$ cat src/rtl/fir_filter_seq_if.sv
// Streaming and coefficient-programming bundle for fir_filter_seq.
// The sample source/driver uses master; the filter uses slave.
interface fir_filter_seq_if #(
  parameter int DATA_W = 8,
  parameter int COEF_W = 8,
  parameter int TAPS   = 4,
  parameter int OUT_W  = 12
);
  localparam int ADDR_W = $clog2(TAPS);

  logic                     in_valid;
  logic                     in_ready;
  logic signed [DATA_W-1:0] in_data;
  logic                     out_valid;
  logic                     out_ready;
  logic signed [OUT_W-1:0]  out_data;
  logic                     coef_we;
  logic [ADDR_W-1:0]        coef_addr;
  logic signed [COEF_W-1:0] coef_data;
  logic                     clear_hist;

  modport master (
    output in_valid, in_data, out_ready, coef_we, coef_addr, coef_data, clear_hist,
    input  in_ready, out_valid, out_data
  );

  modport slave (
    input  in_valid, in_data, out_ready, coef_we, coef_addr, coef_data, clear_hist,
    output in_ready, out_valid, out_data
  );
endinterface

$ cat src/rtl/fir_filter_seq.sv
// Coefficient-programmable FIR filter with one time-shared multiplier.
// One sample in, TAPS multiply-accumulate cycles, one result out.
module fir_filter_seq #(
  parameter int DATA_W = 8,
  parameter int COEF_W = 8,
  parameter int TAPS   = 4,
  parameter int OUT_W  = 12,
  parameter int SHIFT  = 0,
  parameter int SAT    = 1
) (
  input logic             clk,
  input logic             reset,
  fir_filter_seq_if.slave bus
);
  localparam int KW     = $clog2(TAPS);
  localparam int PROD_W = DATA_W + COEF_W;
  localparam int ACC_W  = DATA_W + COEF_W + KW;
  localparam int EXT_W  = (ACC_W > OUT_W) ? ACC_W : OUT_W;
  localparam logic [KW-1:0] K_LAST = KW'(TAPS - 1);

  typedef enum logic [1:0] {IDLE = 2'd0, MAC = 2'd1, OUT = 2'd2} state_t;

  state_t                   state_r;
  state_t                   state_next_s;
  logic signed [DATA_W-1:0] x_r [TAPS];
  logic signed [COEF_W-1:0] c_r [TAPS];
  logic signed [ACC_W-1:0]  acc_r;
  logic signed [ACC_W-1:0]  acc_next_s;
  logic signed [PROD_W-1:0] prod_s;
  logic [KW-1:0]            k_r;
  logic signed [OUT_W-1:0]  out_data_r;
  logic                     in_ready_s;
  logic                     out_valid_s;
  logic                     accept_s;
  logic                     coef_wr_s;

  // Shift toward -inf, then either clamp to the output range or keep the low bits.
  function automatic logic signed [OUT_W-1:0] scale_out(input logic signed [ACC_W-1:0] v);
    logic signed [EXT_W-1:0] s;
    logic signed [EXT_W-1:0] hi;
    logic signed [EXT_W-1:0] lo;
    s  = EXT_W'(v >>> SHIFT);
    hi = {{(EXT_W-OUT_W+1){1'b0}}, {(OUT_W-1){1'b1}}};
    lo = ~hi;
    if (SAT != 0) begin
      if (s > hi) begin
        scale_out = hi[OUT_W-1:0];
      end else if (s < lo) begin
        scale_out = lo[OUT_W-1:0];
      end else begin
        scale_out = s[OUT_W-1:0];
      end
    end else begin
      scale_out = s[OUT_W-1:0];
    end
  endfunction

  assign accept_s   = in_ready_s && bus.in_valid;
  assign coef_wr_s  = (state_r == IDLE) && bus.coef_we && (int'(bus.coef_addr) < TAPS);
  assign prod_s     = x_r[k_r] * c_r[k_r];
  assign acc_next_s = acc_r + ACC_W'(prod_s);

  assign bus.in_ready  = in_ready_s;
  assign bus.out_valid = out_valid_s;
  assign bus.out_data  = out_data_r;

  // State register.
  always_ff @(posedge clk or posedge reset) begin
    if (reset) begin
      state_r <= IDLE;
    end else begin
      state_r <= state_next_s;
    end
  end

  // Next-state logic.
  always_comb begin
    state_next_s = state_r;
    case (state_r)
      IDLE: begin
        if (accept_s) state_next_s = MAC;
        else          state_next_s = IDLE;
      end
      MAC: begin
        if (k_r == K_LAST) state_next_s = OUT;
        else               state_next_s = MAC;
      end
      OUT: begin
        if (bus.out_ready) state_next_s = IDLE;
        else               state_next_s = OUT;
      end
      default: state_next_s = IDLE;
    endcase
  end

  // Handshake outputs; a history clear blocks acceptance in the same cycle.
  always_comb begin
    in_ready_s  = 1'b0;
    out_valid_s = 1'b0;
    case (state_r)
      IDLE:    in_ready_s  = !bus.clear_hist;
      MAC:     in_ready_s  = 1'b0;
      OUT:     out_valid_s = 1'b1;
      default: in_ready_s  = 1'b0;
    endcase
  end

  // Coefficient bank; writes land only between samples so a result never mixes banks.
  always_ff @(posedge clk or posedge reset) begin
    if (reset) begin
      for (int i = 0; i < TAPS; i++) c_r[i] <= {{(COEF_W-1){1'b0}}, 1'b1};
    end else if (coef_wr_s) begin
      c_r[bus.coef_addr] <= bus.coef_data;
    end
  end

  // Delay line: cleared or shifted only while idle.
  always_ff @(posedge clk or posedge reset) begin
    if (reset) begin
      for (int i = 0; i < TAPS; i++) x_r[i] <= '0;
    end else if ((state_r == IDLE) && bus.clear_hist) begin
      for (int i = 0; i < TAPS; i++) x_r[i] <= '0;
    end else if (accept_s) begin
      for (int i = TAPS - 1; i > 0; i--) x_r[i] <= x_r[i-1];
      x_r[0] <= bus.in_data;
    end
  end

  // Accumulator, tap index and the held output word.
  always_ff @(posedge clk or posedge reset) begin
    if (reset) begin
      acc_r      <= '0;
      k_r        <= '0;
      out_data_r <= '0;
    end else begin
      case (state_r)
        IDLE: begin
          if (accept_s) begin
            acc_r <= '0;
            k_r   <= '0;
          end
        end
        MAC: begin
          acc_r <= acc_next_s;
          if (k_r == K_LAST) begin
            k_r        <= '0;
            out_data_r <= scale_out(acc_next_s);
          end else begin
            k_r <= k_r + KW'(1);
          end
        end
        OUT:     acc_r <= acc_r;
        default: acc_r <= acc_r;
      endcase
    end
  end
endmodule

$ cat src/flat_wrapper.sv
// flat-port wrapper written by rule: the top's interface ports become plain ports
module fir_filter_seq_flat 
#(
  parameter int DATA_W = 8,
  parameter int COEF_W = 8,
  parameter int TAPS   = 4,
  parameter int OUT_W  = 12,
  parameter int SHIFT  = 0,
  parameter int SAT    = 1
)
  (clk, reset, bus_in_valid, bus_in_data, bus_out_ready, bus_coef_we, bus_coef_addr, bus_coef_data, bus_clear_hist, bus_in_ready, bus_out_valid, bus_out_data);
  fir_filter_seq_if #(.DATA_W(DATA_W), .COEF_W(COEF_W), .TAPS(TAPS), .OUT_W(OUT_W)) bus_i ();
  input logic clk;
  input logic reset;
  input wire logic [$bits(bus_i.in_valid)-1:0] bus_in_valid;
  input wire logic [$bits(bus_i.in_data)-1:0] bus_in_data;
  input wire logic [$bits(bus_i.out_ready)-1:0] bus_out_ready;
  input wire logic [$bits(bus_i.coef_we)-1:0] bus_coef_we;
  input wire logic [$bits(bus_i.coef_addr)-1:0] bus_coef_addr;
  input wire logic [$bits(bus_i.coef_data)-1:0] bus_coef_data;
  input wire logic [$bits(bus_i.clear_hist)-1:0] bus_clear_hist;
  output wire logic [$bits(bus_i.in_ready)-1:0] bus_in_ready;
  output wire logic [$bits(bus_i.out_valid)-1:0] bus_out_valid;
  output wire logic [$bits(bus_i.out_data)-1:0] bus_out_data;
  assign bus_i.in_valid = bus_in_valid;
  assign bus_i.in_data = bus_in_data;
  assign bus_i.out_ready = bus_out_ready;
  assign bus_i.coef_we = bus_coef_we;
  assign bus_i.coef_addr = bus_coef_addr;
  assign bus_i.coef_data = bus_coef_data;
  assign bus_i.clear_hist = bus_clear_hist;
  assign bus_in_ready = bus_i.in_ready;
  assign bus_out_valid = bus_i.out_valid;
  assign bus_out_data = bus_i.out_data;
  fir_filter_seq #(.DATA_W(DATA_W), .COEF_W(COEF_W), .TAPS(TAPS), .OUT_W(OUT_W), .SHIFT(SHIFT), .SAT(SAT)) u_core (.clk(clk), .reset(reset), .bus(bus_i));
endmodule
$ cat config.mk
export PLATFORM = sky130hd
export DESIGN_NAME = fir_filter_seq_flat
export DESIGN_NICKNAME = d
export VERILOG_FILES = /design/src/rtl/fir_filter_seq_if.sv /design/src/rtl/fir_filter_seq.sv /design/src/flat_wrapper.sv
export SDC_FILE = /design/constraint.sdc
export NUM_CORES = 1
export LEC_CHECK = 0
export BUFFER_PORTS_ARGS = -buffer_cell sky130_fd_sc_hd__buf_4
export CELL_PAD_IN_SITES_DETAIL_PLACEMENT = 1
export CELL_PAD_IN_SITES_GLOBAL_PLACEMENT = 2
export CORE_UTILIZATION = 46
export CTS_BUF_LIST = sky130_fd_sc_hd__clkbuf_16
export DETAILED_ROUTE_END_ITERATION = 10
export PLACE_DENSITY_LB_ADDON = 0.1
export RECOVER_POWER = 25
export SLEW_MARGIN = 25
export SYNTH_ARGS = -nofsm -noshare
export SYNTH_HDL_FRONTEND = slang
export SYNTH_SLANG_ARGS = --single-unit
$ cat constraint.sdc
create_clock -name clk -period 21.4 [get_ports clk]
set_clock_uncertainty 0.15 [all_clocks]
set_input_delay 2.14 -clock clk [delete_from_list [all_inputs] [get_ports clk]]
set_output_delay 2.14 -clock clk [all_outputs]
set_load 0.1 [all_outputs]
[Word-level counts from Yosys, hierarchy flattened]
Index checks and enable logic that the tools add are counted.
W data, S select, Z words.
Storage, ports and cells
  flip-flop bits (word level): 98
  bits of input ports: 24
  output and inout port bits: 14
Operators by class
  $add $sub $neg: 2
  multiply operators: 1
  order comparisons: 5
  equal/unequal tests: 4
  multiplexer cells: 24
  bitwise gates (word level): 2
  reductions and logical operators: 10
Operators with widths (number)
  $mux W32: 2
  $mux W8: 5
  $pmux W18 S2: 1
  $bmux W8 S2: 2
  $bwmux W32: 1
  $mux W12: 2
  $add A18 B16 Y18: 1
  $gt A18 B12 Y1 const B: 1
  $lt A18 B12 Y1 const B: 1
  $mux W18: 1
  $demux W8 S2: 1
  $mul A8 B8 Y16: 1
  $mux W2: 4
  $ge A3 B3 Y1 const B: 2
  $not A2 Y3: 2
  $pmux W2 S3: 1
  $eq A2 B2 Y1 const B: 2
  $logic_and A1 B1 Y1: 4
  $pmux W2 S2: 1
  $reduce_and A2 Y1: 2
  $reduce_bool A2 Y1: 2
  $lt A3 B1 Y1 const B: 1
  $mux W1: 3
  $add A2 B1 Y2 const B: 1
  other kinds (4): 4

[Depth between registers and ports, before layout]
Gate-level depths: netlist of the first run.
  word-level depth: 9
  gate-level depth with buffers: 24
  mapped depth without buffers: 21

[Worst setup path after synthesis of the first run]
Ideal clock, no wire load.
  kind: flip-flop to flip-flop
  start point: reg u_core.k_r[0]
  end point: reg u_core.out_data_r[0] (netlist: u_core.bus.out_data[0])
  library setup time: 133 ps
  data arrival time: 6766 ps
  setup slack: 14350 ps
  stages on the path, launching flop included: 23
  buffers on the path: 3
  period minus slack after synthesis: 7050 ps
  path through: dfrtp_1 > clkbuf_1 > clkbuf_1 > mux4_2 > nand2_1 > inv_1 > fa_1 > inv_1 > fa_1 > fa_1 > inv_1 > fa_1 > ha_1 > ha_1 > a2111oi_0 > o21ai_1 > a31o_1 > nor2b_1 > or4_4 > o311ai_2 > a32o_2 > buf_6 > o22ai_2
On the way
  longest elaborated chain between the ends: 9
  elaborated cells on any way between the ends: 15
Ends and longest elaborated chain
  start, declared: RTL line fir_filter_seq.sv:30  | logic [KW-1:0] k_r;
  start signal, assigned: RTL line fir_filter_seq.sv:149  | k_r <= k_r + KW'(1);
  $not A2 Y3 (implied by the code): RTL line fir_filter_seq.sv:60  | assign prod_s = x_r[k_r] * c_r[k_r];
  $bmux W8 S2: RTL line fir_filter_seq.sv:60
  $mux W8 (implied by the code) (2 in a row): RTL line fir_filter_seq.sv:60
  $mul A8 B8 Y16: RTL line fir_filter_seq.sv:60
  $add A18 B16 Y18: RTL line fir_filter_seq.sv:61  | assign acc_next_s = acc_r + ACC_W'(prod_s);
  $lt A18 B12 Y1: RTL line fir_filter_seq.sv:48  | end else if (s < lo) begin
  $mux W12: RTL line fir_filter_seq.sv:48
  $mux W12: RTL line fir_filter_seq.sv:46  | if (s > hi) begin
  end signal, assigned: RTL line fir_filter_seq.sv:147  | out_data_r <= scale_out(acc_next_s);
  end, declared: RTL line fir_filter_seq.sv:31  | logic signed [OUT_W-1:0] out_data_r;
Several ways; a longest one is shown, not always the timed one. The select of a mux whose other input is x is not followed.
A chain may end at the register's enable or synchronous reset.

[Final worst setup path of the first run]
  start point: reg u_core.k_r[1]
  end point: reg u_core.out_data_r[6] (netlist: u_core.bus.out_data[6])
The elaborated chain is that of the path after synthesis.

==> impl_metrics.xml, run 1 <==
<?xml version="1.0" encoding="UTF-8"?>
<metrics>
  <group name="cts">
    <metric name="cts.hold.buffers_added" unit="">0</metric>
    <metric name="post_cts_resize_count" unit="">0</metric>
    <metric name="cts_made_buffers" unit="">9</metric>
    <metric name="cts-htree-levels" unit="">3</metric>
    <metric name="insertion_delay" unit="ns">0.35</metric>
    <metric name="tritoncts" unit="">yes</metric>
    <metric name="cts_num_sinks" unit="">98</metric>
    <metric name="clock_tree_buf_depth" unit="">2</metric>
    <metric name="postCtsSetupRepairBufs" unit="">0</metric>
    <metric name="path_clk_slew" unit="ns">0.07</metric>
    <metric name="clock-root-buffer" unit="">sky130_fd_sc_hd__clkbuf_16</metric>
  </group>
  <group name="placement">
    <metric name="gp_routability_congestion" unit="">0.7593</metric>
    <metric name="post-place-ws" unit="ns">13.57</metric>
    <metric name="portBuffers" unit="">37</metric>
    <metric name="dp_hpwl" unit="um">14240</metric>
  </group>
  <group name="sta">
    <metric name="share_of_the_clock_period_used_by_the_worst_path_after_layout" unit="">0.3689</metric>
    <metric name="worst_slack" unit="ns">13.51</metric>
    <metric name="highest_clock_rate" unit="MHz">126.7</metric>
    <metric name="setup_violations" unit="">0</metric>
    <metric name="timing.setup.tns" unit="ns">0</metric>
    <metric name="rsz0062_at_grt" unit="">false</metric>
    <metric name="max_slew_margin" unit="">-0.3180</metric>
    <metric name="timing_max_transition_violations_final" unit="">40</metric>
    <metric name="worst_pin_slew" unit="ns">1.966</metric>
    <metric name="finalCriticalPeriod" unit="ns">7.893</metric>
    <metric name="hold_violations_final" unit="">0</metric>
  </group>
  <group name="cells_and_area">
    <metric name="area_growth_syn_to_layout" unit="%">9.990</metric>
    <metric name="fillCellCount" unit="">1720</metric>
    <metric name="diodes" unit="">0</metric>
    <metric name="multi_input_comb_area" unit="um^2">4616</metric>
    <metric name="mostFrequentLayoutCell" unit="">sky130_fd_sc_hd__inv_1</metric>
    <metric name="total_nets_final" unit="">846</metric>
    <metric name="ff_latch_area" unit="um^2">2457</metric>
    <metric name="layout.cells.most_common_list" unit="">100 x sky130_fd_sc_hd__inv_1, 94 x sky130_fd_sc_hd__dfrtp_1, 80 x sky130_fd_sc_hd__fa_1</metric>
    <metric name="layout-drive-gt1-share" unit="">0.1875</metric>
  </group>
  <group name="critical_path">
    <metric name="cp.required" unit="ns">21.44</metric>
    <metric name="critPathMaxFanout" unit="">19</metric>
    <metric name="worstSetupStartpointType" unit="">register</metric>
    <metric name="worst_path_arrival_time" unit="ns">7.94</metric>
    <metric name="reg2reg_from" unit="">u_core.k_r[1]</metric>
    <metric name="worst_setup_path_startpoint" unit="">u_core.k_r[1]</metric>
    <metric name="crit_type" unit="">reg2reg</metric>
    <metric name="critPathCaptureType" unit="">register</metric>
  </group>
  <group name="yosys">
    <metric name="synth-seq-cells" unit="">98</metric>
    <metric name="postSynthNetCount" unit="">812</metric>
    <metric name="synth.yosys.seq_area_share" unit="">0.3254</metric>
    <metric name="count_of_flip_flops_with_a_built_in_enable_after_synthesis" unit="">0</metric>
    <metric name="synth-async-reset-ratio" unit="">1.000</metric>
    <metric name="syn-mean-instance-area" unit="um^2">11.36</metric>
    <metric name="ys_warn_count" unit="">0</metric>
    <metric name="mappedNetlistArea" unit="um^2">7552</metric>
    <metric name="yosys_most_used_dff" unit="">sky130_fd_sc_hd__dfrtp_1</metric>
    <metric name="synthDistinctLibCells" unit="">51</metric>
    <metric name="postSynthCellCount" unit="">665</metric>
  </group>
  <group name="outcome">
    <metric name="violated_checks" unit="">max-capacitance violations, max-slew violations</metric>
    <metric name="status" unit="">finished with violations</metric>
  </group>
  <group name="global_routing">
    <metric name="grt_overflow" unit="">0</metric>
    <metric name="first_global_vias" unit="">5708</metric>
    <metric name="groute.usage.overall" unit="">0.2397</metric>
    <metric name="grt_pass1_wl" unit="um">30420</metric>
    <metric name="antenna_found_initial" unit="">0</metric>
    <metric name="grt_max_degree" unit="">61</metric>
  </group>
  <group name="detailed_routing">
    <metric name="detailedRoute.firstPassIterationCount" unit="">5</metric>
    <metric name="top_layer_used" unit="">met4</metric>
    <metric name="drt-initial-drc-count" unit="">190</metric>
    <metric name="route.met2.wl" unit="um">9354</metric>
    <metric name="wl_per_cell" unit="um">20.03</metric>
    <metric name="wirelength_met1" unit="um">8337</metric>
    <metric name="detail_route.wirelength" unit="um">18430</metric>
    <metric name="detailroute.via_count" unit="">5115</metric>
    <metric name="route.detailed.vias_per_inst" unit="">5.560</metric>
    <metric name="antenna_violating_nets_post_route" unit="">0</metric>
    <metric name="drc" unit="">0</metric>
    <metric name="wl_met3" unit="um">541</metric>
  </group>
  <group name="die">
    <metric name="die_h" unit="um">130.1</metric>
    <metric name="die_area" unit="um^2">16930</metric>
    <metric name="num_rows" unit="">46</metric>
    <metric name="coreArea" unit="um^2">15940</metric>
    <metric name="initial_utilization" unit="">0.4737</metric>
    <metric name="chipWidth" unit="um">130.1</metric>
    <metric name="ios" unit="">38</metric>
  </group>
  <group name="run">
    <metric name="timing.max_cap.violations" unit="">1</metric>
  </group>
  <group name="min_path">
    <metric name="hold_class" unit="">reg2reg</metric>
    <metric name="hp-start" unit="">u_core.x_r[3]</metric>
  </group>
</metrics>
-- cell usage after synthesis (2+ instances only) --
cell	instances	share of area
sky130_fd_sc_hd__a2111oi_0	3	0.0035
sky130_fd_sc_hd__a21o_1	4	0.0040
sky130_fd_sc_hd__a21o_2	2	0.0023
sky130_fd_sc_hd__a21oi_1	5	0.0033
sky130_fd_sc_hd__a22o_1	32	0.037
sky130_fd_sc_hd__and2_1	32	0.027
sky130_fd_sc_hd__buf_6	2	0.0030
sky130_fd_sc_hd__clkbuf_1	18	0.0089
sky130_fd_sc_hd__dfrtp_1	94	0.31
sky130_fd_sc_hd__dfstp_2	4	0.014
sky130_fd_sc_hd__fa_1	80	0.21
sky130_fd_sc_hd__ha_1	43	0.071
sky130_fd_sc_hd__inv_1	101	0.050
sky130_fd_sc_hd__mux2_2	33	0.049
sky130_fd_sc_hd__mux4_2	15	0.045
sky130_fd_sc_hd__nand2_1	58	0.029
sky130_fd_sc_hd__nand2b_1	3	0.0025
sky130_fd_sc_hd__nand3_1	15	0.0099
sky130_fd_sc_hd__nand4_1	2	0.0017
sky130_fd_sc_hd__nor2_1	21	0.010
sky130_fd_sc_hd__nor2b_1	4	0.0033
sky130_fd_sc_hd__nor3_1	5	0.0033
sky130_fd_sc_hd__o21ai_0	21	0.014
sky130_fd_sc_hd__o21ai_1	7	0.0046
sky130_fd_sc_hd__o21bai_1	2	0.0020
sky130_fd_sc_hd__o22ai_2	10	0.017
sky130_fd_sc_hd__o311ai_2	2	0.0043
sky130_fd_sc_hd__o31ai_1	6	0.0060
sky130_fd_sc_hd__or2_2	2	0.0017
sky130_fd_sc_hd__or4_4	2	0.0030
sky130_fd_sc_hd__xnor2_1	14	0.016
sky130_fd_sc_hd__xor2_1	4	0.0046
-- logic make-up (layout without fill, tap and decap cells) --
kind of cell | count (synthesis) | count (layout) | synth area share
AO/OA/AOI/OAI | 104 | 104 | 0.1117
adder cells (fa/ha/maj) | 123 | 123 | 0.2833
flip-flops | 98 | 98 | 0.3254
buffers and inverters | 122 | 161 | 0.06395
XOR/XNOR | 18 | 18 | 0.02087
multiplexers | 49 | 49 | 0.09526
AND/OR/NAND/NOR | 151 | 151 | 0.09957
-- critical path, cell delays in order (launching register included) --
cell and delay [ns]:
sky130_fd_sc_hd__dfrtp_1 0.93, sky130_fd_sc_hd__mux4_2 0.50, sky130_fd_sc_hd__and2_1 0.66, sky130_fd_sc_hd__inv_1 0.15, sky130_fd_sc_hd__fa_1 0.54, sky130_fd_sc_hd__inv_1 0.06
sky130_fd_sc_hd__fa_1 0.53, sky130_fd_sc_hd__fa_1 0.45, sky130_fd_sc_hd__fa_1 0.59, sky130_fd_sc_hd__fa_1 0.43, sky130_fd_sc_hd__ha_1 0.26, sky130_fd_sc_hd__a2111oi_0 0.40
sky130_fd_sc_hd__o21ai_1 0.19, sky130_fd_sc_hd__a31o_1 0.26, sky130_fd_sc_hd__nor2b_1 0.17, sky130_fd_sc_hd__or4_4 0.49, sky130_fd_sc_hd__o311ai_2 0.12, sky130_fd_sc_hd__o41a_1 0.69
sky130_fd_sc_hd__o22ai_1 0.18
-- sequential cells by signal, summed over array words and instances, names as in the netlist --
signal	flops
u_core.x_r	32
u_core.k_r	2
u_core.acc_r	18
u_core.bus.out_data	12
u_core.c_r	32
u_core.state_r	2
-- stage by stage --
stage	std cells	util	hold WS, ns	area (um^2)
finish	920	0.5210	0.3599	8307
global route	920	0.5210	0.3736	8307
CTS	920	0.5221	0.3601	8323
detailed placement	904	0.5053	0.3411	8055
global placement	904	0.5053	0.3321	8055
floorplan	665	-	0.3177	7552
-- path summary, 6_finish.rpt --
kind | endpoint | slack (ns) | cells past startpoint
worst min register to register | u_core.x_r[3] | 0.36 | 1
worst max register to register | u_core.bus.out_data[6] | 13.51 | 18
worst min-delay path | u_core.x_r[3] | 0.36 | 1
worst max-delay path | u_core.bus.out_data[6] | 13.51 | 18
max in group asynchronous | u_core.x_r[3] | 17.45 | 3
min in group asynchronous | u_core.c_r[10] | 2.14 | 2
-- per-layer routing --
layer  up-vias  global-route usage
li1       2299                   -
met1      2733              0.3332
met2        72              0.4024
met3        11             0.02911
met4         0             0.05267
met5         -                   0
-- layout make-up --
cell class / count / share of cell area
Timing Repair Buffer: 44 / 0.03796
Clock inverter: 7 / 0.005121
Tap cell: 216 / 0.03253
Sequential cell: 98 / 0.2958
Multi-Input combinational cell: 445 / 0.5557
Inverter: 101 / 0.04579
Clock buffer: 9 / 0.02711
Power of run 1 is left out: the tool's default activity adds up to more than one toggle a clock period on the data nets, which glitch-free logic cannot reach.
==> inputs of run 2 (changes only) <==
ABC_AREA = 1   (was not set)
CORE_UTILIZATION = 35   (was 46)
clock period = 6.8 ns   (was 21.4 ns; I/O delays follow)
==> run 2 against run 1 <==
Compared with the run above:
- the run still ends with max-capacitance violations, max-slew violations left
- largest cell class unchanged
- global-route usage fell by 4.0 points
- sequential share of layout area is 1.9 points lower
- die area is 36% higher
- cell area grew 6.7%
==> impl_metrics.xml, run 2 <==
<?xml version="1.0" encoding="UTF-8"?>
<metrics>
  <group name="cells_and_area">
    <metric name="layout-drive-gt1-share" unit="">0.1043</metric>
    <metric name="largest_registers" unit="">u_core.c_r x32, u_core.x_r x32, u_core.acc_r x18</metric>
    <metric name="finish.instance_area" unit="um^2">8867</metric>
    <metric name="multi_input_comb_area" unit="um^2">4471</metric>
    <metric name="mostFrequentLayoutCell" unit="">sky130_fd_sc_hd__inv_1</metric>
    <metric name="diodes" unit="">0</metric>
    <metric name="fillCellCount" unit="">2683</metric>
    <metric name="layout.cells.most_common_list" unit="">210 x sky130_fd_sc_hd__inv_1, 205 x sky130_fd_sc_hd__nand2_1, 94 x sky130_fd_sc_hd__dfrtp_1</metric>
    <metric name="total_nets_final" unit="">1149</metric>
    <metric name="ff_latch_area" unit="um^2">2457</metric>
    <metric name="area_growth_syn_to_layout" unit="%">13.12</metric>
  </group>
  <group name="sta">
    <metric name="worst_pin_slew" unit="ns">4.028</metric>
    <metric name="share_of_the_clock_period_used_by_the_worst_path_after_layout" unit="">0.9078</metric>
    <metric name="highest_clock_rate" unit="MHz">162.0</metric>
    <metric name="hold_violations_final" unit="">0</metric>
    <metric name="worst_slack" unit="ns">0.6269</metric>
    <metric name="rsz0062_at_grt" unit="">false</metric>
    <metric name="finalCriticalPeriod" unit="ns">6.173</metric>
    <metric name="max_slew_margin" unit="">-1.686</metric>
    <metric name="setup_violations" unit="">0</metric>
    <metric name="timing.setup.tns" unit="ns">0</metric>
    <metric name="timing_max_transition_violations_final" unit="">73</metric>
  </group>
  <group name="cts">
    <metric name="insertion_delay" unit="ns">0.36</metric>
    <metric name="cts_made_buffers" unit="">9</metric>
    <metric name="tritoncts" unit="">yes</metric>
    <metric name="cts_num_sinks" unit="">98</metric>
    <metric name="clock-root-buffer" unit="">sky130_fd_sc_hd__clkbuf_16</metric>
    <metric name="cts.hold.buffers_added" unit="">0</metric>
    <metric name="path_clk_slew" unit="ns">0.08</metric>
    <metric name="cts-htree-levels" unit="">3</metric>
    <metric name="clock_tree_buf_depth" unit="">2</metric>
  </group>
  <group name="yosys">
    <metric name="top_area_cells_in_the_synthesized_netlist" unit="">sky130_fd_sc_hd__dfrtp_1 30%, sky130_fd_sc_hd__fa_1 20%, sky130_fd_sc_hd__inv_1 10%</metric>
    <metric name="synth.top_cells.by_count" unit="">211 x sky130_fd_sc_hd__inv_1, 205 x sky130_fd_sc_hd__nand2_1, 94 x sky130_fd_sc_hd__dfrtp_1</metric>
    <metric name="syn-mean-instance-area" unit="um^2">8.200</metric>
    <metric name="post_synth_fa_ha_maj_area_fraction" unit="">0.2729</metric>
    <metric name="postSynthCellCount" unit="">956</metric>
    <metric name="synth_top_area_cell" unit="">sky130_fd_sc_hd__dfrtp_1</metric>
    <metric name="post_synth_and_or_nand_nor_area_fraction" unit="">0.1754</metric>
    <metric name="leading_cell_type_by_number_of_instances_after_synthesis" unit="">sky130_fd_sc_hd__inv_1</metric>
    <metric name="ys_warn_count" unit="">0</metric>
    <metric name="synthXorXnorAreaFrac" unit="">0.01229</metric>
    <metric name="synth-async-reset-ratio" unit="">1.000</metric>
    <metric name="synthDistinctLibCells" unit="">29</metric>
    <metric name="synth-seq-cells" unit="">98</metric>
    <metric name="count_of_flip_flops_with_a_built_in_enable_after_synthesis" unit="">0</metric>
    <metric name="synth_top_area_share" unit="">0.3001</metric>
    <metric name="synth.mux.area_fraction" unit="">0</metric>
    <metric name="synth.yosys.seq_area_share" unit="">0.3135</metric>
    <metric name="synth-compound-area-share" unit="">0.1074</metric>
    <metric name="mappedNetlistArea" unit="um^2">7839</metric>
    <metric name="postSynthNetCount" unit="">1103</metric>
    <metric name="yosys_most_used_dff" unit="">sky130_fd_sc_hd__dfrtp_1</metric>
    <metric name="synth_top_family_by_area" unit="">adder cells</metric>
  </group>
  <group name="die">
    <metric name="initial_utilization" unit="">0.3581</metric>
    <metric name="die_h" unit="um">151.7</metric>
    <metric name="ios" unit="">38</metric>
    <metric name="coreArea" unit="um^2">21890</metric>
    <metric name="num_rows" unit="">54</metric>
    <metric name="chipWidth" unit="um">151.7</metric>
    <metric name="die_area" unit="um^2">23000</metric>
  </group>
  <group name="detailed_routing">
    <metric name="antenna_violating_nets_post_route" unit="">0</metric>
    <metric name="wl_per_cell" unit="um">15.95</metric>
    <metric name="route.detailed.vias_per_inst" unit="">4.796</metric>
    <metric name="detailedRoute.firstPassIterationCount" unit="">4</metric>
    <metric name="drc" unit="">0</metric>
    <metric name="detailroute.via_count" unit="">6173</metric>
    <metric name="drt-initial-drc-count" unit="">242</metric>
    <metric name="detail_route.wirelength" unit="um">20520</metric>
  </group>
  <group name="critical_path">
    <metric name="critPathTopFamily" unit="">adder cells</metric>
    <metric name="crit_type" unit="">reg2reg</metric>
    <metric name="cp_num_buf_inv" unit="">10</metric>
    <metric name="crit_path_max_incr_delay" unit="ns">0.62</metric>
    <metric name="cp.required" unit="ns">6.95</metric>
    <metric name="critPathCaptureType" unit="">register</metric>
    <metric name="cpMostUsedCell" unit="">sky130_fd_sc_hd__inv_1</metric>
    <metric name="critPathMaxFanout" unit="">24</metric>
    <metric name="worst_path_arrival_time" unit="ns">6.32</metric>
    <metric name="crit_slowest_cell" unit="">sky130_fd_sc_hd__fa_2</metric>
    <metric name="worstSetupStartpointType" unit="">register</metric>
  </group>
  <group name="outcome">
    <metric name="status" unit="">finished with violations</metric>
    <metric name="violated_checks" unit="">max-capacitance violations, max-slew violations</metric>
  </group>
  <group name="global_routing">
    <metric name="groute.usage.overall" unit="">0.1995</metric>
    <metric name="antenna_found_initial" unit="">0</metric>
    <metric name="first_global_vias" unit="">6621</metric>
    <metric name="grt_max_degree" unit="">73</metric>
    <metric name="grt_overflow" unit="">0</metric>
    <metric name="grt_pass1_wl" unit="um">34940</metric>
  </group>
  <group name="placement">
    <metric name="post-place-ws" unit="ns">0.3568</metric>
    <metric name="placement.cell_area" unit="um^2">8518</metric>
    <metric name="portBuffers" unit="">37</metric>
    <metric name="gp_routability_congestion" unit="">0.8101</metric>
    <metric name="dp_hpwl" unit="um">16060</metric>
  </group>
  <group name="min_path">
    <metric name="hold_class" unit="">in2reg</metric>
  </group>
  <group name="run">
    <metric name="timing.max_cap.violations" unit="">1</metric>
  </group>
</metrics>
[run 2: final cells by class]
type	count	share of cell area
clock inverter	7	0.009172
sequential	98	0.2771
tap	280	0.03951
multi-input combinational	617	0.5042
inverter	213	0.09031
clock buffer	9	0.02540
timing repair buffer	63	0.05432
[run 2: timing repair]
item | in CTS | in global routing
setup buffers | 0 | 4
setup endpoints to repair | 0 | 11
resized for setup | 0 | 3
[run 2: path summary, 6_finish.rpt]
path | startpoint | to | slack (ns) | cells past startpoint
max | u_core.k_r[0] | u_core.bus.out_data[10] | 0.63 | 27
min reg2reg | u_core.c_r[4] | u_core.c_r[4] | 0.34 | 2
min | bus_out_ready | u_core.state_r[1] | 0.33 | 2
max reg2reg | u_core.k_r[0] | u_core.bus.out_data[10] | 0.63 | 27
max in group asynchronous | reset | u_core.acc_r[17] | 1.68 | 3
min in group asynchronous | reset | u_core.c_r[25] | 0.43 | 2
[run 2: layer usage]
metal  track usage  part of all wire
met5             0                 0
met4       0.03960            0.0082
met3       0.02335             0.029
met2        0.3282              0.47
met1        0.2819              0.50
[run 2: stage by stage]
| step | hold WS (ns) | std cells | util |
|---|---|---|---|
| floorplan | 0.3029 | 956 | - |
| global placement | 0.3219 | 1267 | 0.3891 |
| detailed placement | 0.3269 | 1267 | 0.3891 |
| CTS | 0.1464 | 1283 | 0.4031 |
| global route | 0.3320 | 1287 | 0.4051 |
| finish | 0.3337 | 1287 | 0.4051 |
[run 2: cells by family after synthesis]
group | Yosys count
compound gates | 147
xor+xnor | 11
fa+ha+maj | 123
buf+inv | 241
flops | 98
simple gates | 336
Power of run 2 is left out for the same reason.
==> inputs of run 3 (changes only) <==
PLACE_DENSITY_LB_ADDON = 0.12   (was 0.1)
==> run 3 against run 2 <==
Compared with the run above:
- the run still ends with max-capacitance violations, max-slew violations left
- sequential cell count is the same
- final cell count shrank 0.39%
- worst hold slack improved by 0.0096 ns
- core utilization shrank 0.30 points
- count of clock-buffer cells in the layout is the same
- first-iteration DRC count is 2.1% higher
- maximum frequency down 2.3%
- critical path type unchanged
==> impl_metrics.xml, run 3 (synthesis gave the netlist of run 2 again) <==
<?xml version="1.0" encoding="UTF-8"?>
<metrics>
  <group name="sta">
    <metric name="setup_violations" unit="">0</metric>
    <metric name="max_slew_margin" unit="">-1.513</metric>
    <metric name="whs" unit="ns">0.3432</metric>
    <metric name="highest_clock_rate" unit="MHz">158.3</metric>
    <metric name="timing_max_transition_violations_final" unit="">101</metric>
    <metric name="hold_violations_final" unit="">0</metric>
    <metric name="finalCriticalPeriod" unit="ns">6.317</metric>
    <metric name="worst_pin_slew" unit="ns">3.769</metric>
    <metric name="share_of_the_clock_period_used_by_the_worst_path_after_layout" unit="">0.9290</metric>
  </group>
  <group name="run">
    <metric name="timing.max_cap.violations" unit="">2</metric>
  </group>
  <group name="cells_and_area">
    <metric name="fillCellCount" unit="">2617</metric>
    <metric name="diodes" unit="">0</metric>
    <metric name="mostFrequentLayoutCell" unit="">sky130_fd_sc_hd__inv_1</metric>
    <metric name="total_nets_final" unit="">1144</metric>
    <metric name="largest_registers" unit="">u_core.c_r x32, u_core.x_r x32, u_core.acc_r x18</metric>
    <metric name="area_growth_syn_to_layout" unit="%">12.27</metric>
    <metric name="finish.instance_area" unit="um^2">8801</metric>
    <metric name="layout.cells.most_common_list" unit="">210 x sky130_fd_sc_hd__inv_1, 205 x sky130_fd_sc_hd__nand2_1, 94 x sky130_fd_sc_hd__dfrtp_1</metric>
    <metric name="layout-drive-gt1-share" unit="">0.08683</metric>
    <metric name="layoutNonFillerInstCount" unit="">1282</metric>
  </group>
  <group name="global_routing">
    <metric name="first_global_vias" unit="">6618</metric>
    <metric name="grt_max_degree" unit="">67</metric>
    <metric name="grt_pass1_wl" unit="um">34700</metric>
    <metric name="antenna_found_initial" unit="">0</metric>
    <metric name="grt_overflow" unit="">0</metric>
    <metric name="groute.usage.overall" unit="">0.1992</metric>
  </group>
  <group name="critical_path">
    <metric name="crit_type" unit="">reg2reg</metric>
    <metric name="critPathTopFamily" unit="">adder cells</metric>
    <metric name="critPathCaptureType" unit="">register</metric>
    <metric name="worst_path_arrival_time" unit="ns">6.46</metric>
    <metric name="crit_path_max_incr_delay" unit="ns">0.66</metric>
    <metric name="worstSetupStartpointType" unit="">register</metric>
    <metric name="cpMostUsedCell" unit="">sky130_fd_sc_hd__inv_1</metric>
    <metric name="crit_slowest_cell" unit="">sky130_fd_sc_hd__fa_2</metric>
    <metric name="cp.required" unit="ns">6.94</metric>
    <metric name="critPathMaxFanout" unit="">41</metric>
    <metric name="cp_num_buf_inv" unit="">8</metric>
    <metric name="timing.reg2reg.setup_slack" unit="ns">0.48</metric>
  </group>
  <group name="cts">
    <metric name="path_clk_slew" unit="ns">0.08</metric>
    <metric name="clock-root-buffer" unit="">sky130_fd_sc_hd__clkbuf_16</metric>
    <metric name="clock_tree_buf_depth" unit="">2</metric>
    <metric name="insertion_delay" unit="ns">0.36</metric>
    <metric name="cts-htree-levels" unit="">3</metric>
    <metric name="cts_made_buffers" unit="">9</metric>
    <metric name="cts.hold.buffers_added" unit="">0</metric>
    <metric name="tritoncts" unit="">yes</metric>
    <metric name="cts_num_sinks" unit="">98</metric>
  </group>
  <group name="detailed_routing">
    <metric name="antenna_violating_nets_post_route" unit="">0</metric>
    <metric name="drt-initial-drc-count" unit="">247</metric>
    <metric name="detail_route.wirelength" unit="um">20720</metric>
    <metric name="detailroute.via_count" unit="">6159</metric>
    <metric name="detailedRoute.firstPassIterationCount" unit="">4</metric>
    <metric name="wl_per_cell" unit="um">16.16</metric>
    <metric name="route.detailed.vias_per_inst" unit="">4.804</metric>
    <metric name="drc" unit="">0</metric>
  </group>
  <group name="die">
    <metric name="coreArea" unit="um^2">21890</metric>
    <metric name="initial_utilization" unit="">0.3581</metric>
    <metric name="chipWidth" unit="um">151.7</metric>
    <metric name="num_rows" unit="">54</metric>
    <metric name="die_area" unit="um^2">23000</metric>
    <metric name="ios" unit="">38</metric>
    <metric name="die_h" unit="um">151.7</metric>
  </group>
  <group name="outcome">
    <metric name="violated_checks" unit="">max-capacitance violations, max-slew violations</metric>
    <metric name="status" unit="">finished with violations</metric>
  </group>
  <group name="placement">
    <metric name="gp_routability_congestion" unit="">0.7925</metric>
    <metric name="dp_hpwl" unit="um">15970</metric>
    <metric name="placed_cells" unit="">1265</metric>
    <metric name="portBuffers" unit="">37</metric>
    <metric name="placement.cell_area" unit="um^2">8503</metric>
  </group>
  <group name="min_path">
    <metric name="hold_class" unit="">reg2reg</metric>
  </group>
</metrics>
[run 3: changes by cell type in the layout (fill, tap and decap cells not counted), sizes merged]
cell,delta
bufinv,+1
clkbuf,+14
clkinv,-2
inv,+1
buf,-19
[run 3: tightest hold or removal path, stage by stage, from the launching register on]
cell                      delay [ns]
sky130_fd_sc_hd__dfstp_2        0.37
sky130_fd_sc_hd__nand2_1        0.05
sky130_fd_sc_hd__o21ai_0        0.07
[run 3: metal layers]
layer,vias to the layer above,global-route usage,share of wire
li1,3033,-,-
met1,3068,0.2750,0.50
met4,0,0.04307,0.0091
met3,16,0.02246,0.022
met2,42,0.3343,0.47
met5,-,0,0
[run 3: path summary, 6_finish.rpt]
| kind | endpoint | cells past startpoint | start |
|---|---|---|---|
| min in group asynchronous | u_core.c_r[25] | 2 | reset |
| hold reg to reg | u_core.c_r[24] | 2 | u_core.c_r[24] |
| max in group asynchronous | u_core.acc_r[17] | 3 | reset |
| hold / removal | u_core.c_r[24] | 2 | u_core.c_r[24] |
| setup reg to reg | u_core.bus.out_data[10] | 25 | u_core.k_r[0] |
| setup / recovery | u_core.bus.out_data[10] | 25 | u_core.k_r[0] |
[run 3: cell type report]
class,count,area [um^2],area share
inverters,213,800.8,0.09099
clock inverters,7,80.08,0.009099
repair buffers,58,414.1,0.04706
flip-flops and latches,98,2457,0.2792
multi-input cells,617,4473,0.5082
clock buffers,9,225.2,0.02559
well taps,280,350.3,0.03981
[run 3: through the flow]
step | TNS [ns] | utilization | setup slack (ns)
CTS | 0 | 0.4027 | 0.1085
finish | 0 | 0.4020 | 0.4829
detailed placement | 0 | 0.3884 | 0.008531
global placement | 0 | 0.3884 | 0.1025
floorplan | 0 | - | 0.4906
global route | -0.004567 | 0.4020 | -0.002797
[run 3: timing repair]
item	in CTS	in global routing
gates resized for setup	1	5
setup buffers	0	1
setup endpoints to repair	4	11
pin swaps	0	1
Power of run 3 is left out for the same reason.
